File: config.mk
export PLATFORM = sky130hd
export DESIGN_NAME = bit_serial_adder
export DESIGN_NICKNAME = d
export VERILOG_FILES = /design/src/rtl/bit_serial_adder_pkg.sv /design/src/rtl/bit_serial_adder_full_adder.sv /design/src/rtl/bit_serial_adder.sv
export SDC_FILE = /design/constraint.sdc
export NUM_CORES = 1
export LEC_CHECK = 0
export CAP_MARGIN = 25
export CORE_AREA = 2 2 67 69
export DETAILED_ROUTE_END_ITERATION = 10
export DIE_AREA = 0 0 69 71
export GPL_TIMING_DRIVEN = 0
export PLACE_DENSITY = 0.69
export REMOVE_ABC_BUFFERS = 1
export SYNTH_ARGS = -nofsm -noshare
export SYNTH_HDL_FRONTEND = slang
export SYNTH_SLANG_ARGS = --single-unit
export TNS_END_PERCENT = 30
File: constraint.sdc
create_clock -name clk -period 2.24 [get_ports clk]
set_input_delay 0.672 -clock clk [delete_from_list [all_inputs] [get_ports clk]]
set_output_delay 0.672 -clock clk [all_outputs]
set_load 0.01 [all_outputs]
File: src/rtl/bit_serial_adder_pkg.sv
// -----------------------------------------------------------------------------
// bit_serial_adder_pkg
//   Shared definitions for the bit-serial adder:
//   - state encodings for the sequencing FSM (3 is illegal, recovers to idle)
//   - cnt_width(): width of the bit counter, max(1, clog2(width))
// -----------------------------------------------------------------------------
package bit_serial_adder_pkg;

   typedef enum logic [1:0] {
      ST_IDLE    = 2'd0,
      ST_RUN     = 2'd1,
      ST_DONE    = 2'd2,
      ST_ILLEGAL = 2'd3
   } state_t;

   // A 1-bit operand still needs a 1-bit counter, so clamp at 1.
   function automatic int cnt_width(input int width);
      return (width <= 1) ? 1 : $clog2(width);
   endfunction

endpackage

File: src/rtl/bit_serial_adder_full_adder.sv
// -----------------------------------------------------------------------------
// half_adder / full_adder
//   The single-bit adder cell used by the bit-serial adder. The full adder is
//   two half adders with their carries OR-ed together.
//   half_adder ports: a, b -> s, co
//   full_adder ports: a, b, ci -> s, co
// -----------------------------------------------------------------------------
module half_adder (
   input  logic a,
   input  logic b,
   output logic s,
   output logic co
);

   assign s  = a ^ b;
   assign co = a & b;

endmodule

module full_adder (
   input  logic a,
   input  logic b,
   input  logic ci,
   output logic s,
   output logic co
);

   logic s_ab;
   logic c_ab;
   logic c_abc;

   half_adder u_ha_ab (
      .a  (a),
      .b  (b),
      .s  (s_ab),
      .co (c_ab)
   );

   half_adder u_ha_abc (
      .a  (s_ab),
      .b  (ci),
      .s  (s),
      .co (c_abc)
   );

   // Both half-adder carries can never be high together, so OR is exact.
   assign co = c_ab | c_abc;

endmodule

File: src/rtl/bit_serial_adder.sv
// -----------------------------------------------------------------------------
// bit_serial_adder
//   Multi-cycle WIDTH-bit adder. Operands are shifted through one full_adder
//   LSB-first, one bit per clock; a carry flop links successive bits.
//   Valid/ready handshake on both sides, no overlap of operations.
//
//   Ports
//     clk        in   rising-edge clock
//     rst_n      in   asynchronous active-low reset
//     in_valid   in   operand pair offered
//     in_ready   out  operands can be accepted (idle)
//     a, b       in   WIDTH-bit operands
//     cin        in   carry-in
//     out_valid  out  result available
//     out_ready  in   downstream accepts result
//     sum        out  (a+b+cin) mod 2^WIDTH, held until the next result
//     cout       out  carry out of bit WIDTH-1
//     busy       out  operation in progress or result pending
//
//   state   | meaning
//   --------+---------------------------------------------------------------
//   IDLE    | waiting for operands, in_ready high
//   RUN     | adding one bit per clock, exactly WIDTH cycles
//   DONE    | result presented on sum/cout with out_valid high
//   ILLEGAL | unreachable encoding, recovers to IDLE
// -----------------------------------------------------------------------------
module bit_serial_adder
   import bit_serial_adder_pkg::*;
#(
   parameter int WIDTH = 8
) (
   input  logic             clk,
   input  logic             rst_n,
   input  logic             in_valid,
   output logic             in_ready,
   input  logic [WIDTH-1:0] a,
   input  logic [WIDTH-1:0] b,
   input  logic             cin,
   output logic             out_valid,
   input  logic             out_ready,
   output logic [WIDTH-1:0] sum,
   output logic             cout,
   output logic             busy
);

   localparam int               CNT_W    = cnt_width(WIDTH);
   localparam logic [CNT_W-1:0] CNT_LAST = CNT_W'(WIDTH - 1);

   state_t           state;
   logic [WIDTH-1:0] a_sh;
   logic [WIDTH-1:0] b_sh;
   logic [WIDTH-1:0] sum_sh;
   logic [WIDTH-1:0] sum_sh_nxt;
   logic             carry;
   logic [CNT_W-1:0] cnt;
   logic             fa_s;
   logic             fa_co;

   full_adder u_full_adder (
      .a  (a_sh[0]),
      .b  (b_sh[0]),
      .ci (carry),
      .s  (fa_s),
      .co (fa_co)
   );

   // New sum bit enters at the MSB; after WIDTH shifts bit 0 of the
   // result has reached bit 0. Written this way so WIDTH=1 needs no slice.
   always_comb begin
      sum_sh_nxt            = sum_sh >> 1;
      sum_sh_nxt[WIDTH-1]   = fa_s;
   end

   assign in_ready = (state == ST_IDLE);

   always_ff @(posedge clk or negedge rst_n) begin
      if (!rst_n) begin
         state     <= ST_IDLE;
         a_sh      <= '0;
         b_sh      <= '0;
         sum_sh    <= '0;
         carry     <= 1'b0;
         cnt       <= '0;
         sum       <= '0;
         cout      <= 1'b0;
         out_valid <= 1'b0;
         busy      <= 1'b0;
      end else begin
         case (state)
            ST_IDLE: begin
               if (in_valid) begin
                  a_sh   <= a;
                  b_sh   <= b;
                  sum_sh <= '0;
                  carry  <= cin;
                  cnt    <= '0;
                  busy   <= 1'b1;
                  state  <= ST_RUN;
               end
            end

            ST_RUN: begin
               a_sh   <= a_sh >> 1;
               b_sh   <= b_sh >> 1;
               sum_sh <= sum_sh_nxt;
               carry  <= fa_co;
               if (cnt == CNT_LAST) begin
                  sum       <= sum_sh_nxt;
                  cout      <= fa_co;
                  out_valid <= 1'b1;
                  state     <= ST_DONE;
               end else begin
                  cnt <= cnt + CNT_W'(1);
               end
            end

            ST_DONE: begin
               if (out_ready) begin
                  out_valid <= 1'b0;
                  busy      <= 1'b0;
                  state     <= ST_IDLE;
               end
            end

            default: begin
               out_valid <= 1'b0;
               busy      <= 1'b0;
               state     <= ST_IDLE;
            end
         endcase
      end
   end

endmodule

After elaboration in Yosys (flattened, before gate mapping). Index checks and enable logic that the tools add are counted.

$mul: 0. Reductions and logical operators: 8. Bitwise operators: 7. Div/mod/pow operators: 0. Mux-type cells: 20. Order comparisons: 0. Shift operators: 0. Equal/unequal tests: 7. Add/subtract/negate cells: 1.

Operator list (number): case mux 8 bit (2 select lines) (3); two-way mux 8 bit (3); AND reduction 3 bit (4); != test 2 bit (second input constant) (4); two-way mux 2 bit (3); two-way mux 3 bit (2); case mux 1 bit (3 select lines) (2); case mux 2 bit (3 select lines) (1); case mux 3 bit (2 select lines) (1); two-way mux 1 bit (4); AND reduction 2 bit (2); adder 3 x 1 -> 3 bit (second input constant) (1); == test 3 bit (second input constant) (1); AND 1 bit (2); == test 2 x 1 -> 1 bit (second input constant) (1); == test 2 bit (second input constant) (1); logical NOT 2 bit (1); NOT 1 bit (2); case mux 1 bit (2 select lines) (1); nonzero test 2 bit (1); XOR 1 bit (2); OR 1 bit (1).

Memory bits (writable): 0. Memories: 0. Latch bits: 0. Input port bits: 21. Output and inout port bits: 12. ROM bits: 0. Register bits after elaboration: 41. Word-level logic and storage cells: 53.

Depth between registers and ports, before layout.
Word-level depth: 4. Depth in mapped cells: 5. Mapped depth without buffers: 5.

Cells and area by module. A second synthesis with hierarchy kept.

Cells, all modules: 161. Area, all modules: 1975.6 um^2.

Modules (own cells, without submodules): bit_serial_adder (sequential area each 1001.0 um^2, instances 1, area an instance 1944.4 um^2, cells each 158); half_adder (sequential area each 0.0 um^2, instances 2, area an instance 12.5 um^2, cells each 1); full_adder (sequential area each 0.0 um^2, instances 1, area an instance 6.3 um^2, cells each 1).

Worst setup path after synthesis. OpenSTA, ideal clock, no wires.

Kind: input to register. Start point: in in_valid. End point: reg b_sh[5]. Cell stages on the path: 4. Setup slack: 0.724 ns. Required time: 2.117 ns. Data arrival time: 1.393 ns. Path buffers: 2. Setup time: 0.123 ns. Cells stage by stage: buf_2 o21ba_4 buf_6 o221a_2.

Longest elaborated chain between the ends: 2.

Ends and longest elaborated chain: start, declared (RTL line bit_serial_adder.sv:34) `input logic in_valid,`; != test 2 bit (no line); AND reduction 2 bit (no line); end signal, assigned (RTL line bit_serial_adder.sv:104) `b_sh <= b_sh >> 1;`; end, declared (RTL line bit_serial_adder.sv:51) `logic [WIDTH-1:0] b_sh;`.

No other way between the ends. A chain may end at the register's enable or synchronous reset.

Worst setup path in the final report.
Start point: in in_valid. End point: reg busy.

Longest elaborated chain between the ends: 2.

Ends and longest elaborated chain: != test 2 bit (no line); AND reduction 3 bit (no line); end signal, assigned (RTL line bit_serial_adder.sv:87) `busy <= 1'b0;`; end signal, assigned (RTL line bit_serial_adder.sv:97) `busy <= 1'b1;`; end signal, assigned (RTL line bit_serial_adder.sv:120) `busy <= 1'b0;`; end, declared (RTL line bit_serial_adder.sv:43) `output logic busy`.

No other way between the ends.

==> impl_metrics.ini <==
[clocking]
numCtsBuffers = 5
cts_hold_buf = 0
path_clk_slew_ps = 70
clk_latency_ps = 280
cts_sinks = 40
h-tree-depth = 2
cts-root-buf = clkbuf_8
clockBufferDepth = 2
cts_tree = yes

[die]
rows = 24
die_x_um = 69
ios = 33
initial_core_util_pct = 43.6
core_area_sq_um = 4200
die_area_sq_um = 4900
die_y_um = 71

[power_and_ir_drop]
ir_drop_mv = 0.564
p_leak_nw = 1.00
cellPowerDensity_nw_per_um2 = 1310
power_mw = 2.97

[run_status]
status = finished, final reports clean

[final_layout]
final_nets = 200
design_area_sq_um = 2270
multi_input_area_sq_um = 767
drive_gt1_share_pct = 22.0
layoutNonFillerInstCount = 229
fillCellCount = 361
seqCellArea_sq_um = 1010
n_antenna_cell = 0
syn_to_final_growth_pct = 24.1
fin_util_pct = 54.1

[critical_path]
max_stage_delay_ps = 720
cp.required_ps = 2450
crit_type = input port to flop
cp-end-kind = flop
cp_slowest_cell = clkdlybuf4s50_1
start_kind = input port
critPathLaunch = in_valid
crit_buf_inv = 1
cp_top_family = buffers and inverters
rrSetupSlack_ps = 650
crit_path_cell_trace = clkdlybuf4s50_1, nand2b_1, nor2b_1, o21ai_0
r2r-start = cnt[0]$_DFFE_PN0P_
cp_max_fo = 11
cp.arrival_ps = 2100

[min_path]
min_from = b_sh[7]$_DFFE_PN0P_
hold_class = flop to flop

[global_route]
antenna_found_initial = 0
grt-ovfl-total = 0
grt_pass1_wl_um = 6250
grt_max_degree = 41
grt_pass1_vias = 1363
grt_util_met2_pct = 28.3
grt_use_total_pct = 16.0
grt.busiest_layer = met2
gr-usage-met1_pct = 19.6
gr-usage-met3_pct = 4.56

[synthesis]
synth.ff_latch_count = 40
synth_most_common_cell = dfrtp_1
yosysSeqAreaShare_pct = 54.6
yosysWarnings = 0
muxShareOfSynthArea_pct = 7.99
async_flop_share_pct = 100
synth_area_sq_um = 1830
ys.flop_type = dfrtp_1
synth_cells = 144
synth_common_cells = 40 x dfrtp_1, 19 x nor2_1, 12 x a22o_1
synth_area_leader_cell = dfrtp_1
yosys.area_share.simple_pct = 13.5
synth_fa_ha_area_share_pct = 2.46
synth.top_cell.area_share_pct = 54.6
synthXorXnorAreaFrac_pct = 0
synthDistinctLibCells = 26
synth_compound_area_share_pct = 17.4
syn_area_per_cell_sq_um = 12.7
synth-edff-count = 0
synth_top_family_by_area = compound AO/OA/AOI/OAI gates
synthTopCellsByArea = dfrtp_1 55%, mux2_4 7.4%, a22o_1 5.7%

[placement]
hpwl_um = 2340
dp.cells = 218
dp_slack_ps = -183
dpl_cell_area_sq_um = 2140
globalplace.congestion = 0.749
io_buffers = 32

[route]
drc = 0
drt_iter0_markers = 75
vias = 1254
wl_per_cell_um = 15.5
final_antenna_net_count = 0
wl_um = 3540
vias_per_cell = 5.48
drt_pass1_iterations = 4

[sta]
worstMarginPinSlew_ps = 889
hold_violations = 0
min_period_ps = 1890
slew_viol_final = 0
fin_tns_setup_ps = 0
timing.final.crit_share_pct = 84.5
relSlewSlack_pct = 40.8
timing.final.ws_setup_ps = 348
hold_slack_ps = 499
setup_viol = 0
fin_skew_ps = 2.52
rsz0062_at_grt = no
max_freq_ghz = 0.528

[job]
cap_violations = 0
-- layout by cell type, fill, tap and decap left out, types with 3 or more instances in the layout --
cell type        count
o221a_2              6
nand2_1              4
a211oi_1             6
a211oi_2             3
nand3b_1             6
buf_4                3
mux2_4               9
clkdlybuf4s50_1     30
nand2b_1             3
nor2_1              19
clkbuf_8             6
nor3_1               9
a22o_1              12
dfrtp_1             38
-- layout make-up --
type | instances | share of cell area (%)
clock buffer | 6 | 3.63
sequential | 40 | 44.4
tap | 52 | 2.86
timing repair buffer | 35 | 15.0
clock inverter | 2 | 0.440
multi-input combinational | 94 | 33.7
-- where the power goes --
part | internal (mW) | switching, mW | leakage, nW
Clock | 0.246 | 0.237 | 0.0510
Sequential | 1.04 | 0.246 | 0.484
Combinational | 0.700 | 0.501 | 0.467
-- cell families after synthesis --
logic type / after synthesis
fa+ha+maj: 3
mux: 10
flops: 40
buf+inv: 10
simple gates: 46
compound gates: 35
-- layer usage --
layer,part of all wire (%),vias to the layer above
li1,-,591
met1,43,621
met2,51,39
met3,4.7,3
met4,0.54,0
met5,0,-
-- state kept, by name (all words and copies together) (netlist names) --
name,flops
a_sh,8
b_sh,8
busy,1
carry,1
cnt,3
cout,1
out_valid,1
state,2
sum,8
sum_sh,7
-- final timing paths --
check | to | depth (start not counted)
max | busy$_DFFE_PN0P_ | 4
min | b_sh[7]$_DFFE_PN0P_ | 1
max reg2reg | cnt[0]$_DFFE_PN0P_ | 5
min reg2reg | b_sh[7]$_DFFE_PN0P_ | 1
max in group asynchronous | state[1]$_DFFE_PN0P_ | 1
min in group asynchronous | sum[1]$_DFFE_PN0P_ | 1
-- what timing repair did --
action                                  CTS  global route
setup buffers                             3             0
pin swaps                                 1             0
gates resized for setup                   5             2
endpoints found under the setup margin    1             5
Note: power is estimated with default switching activity, not from simulation.
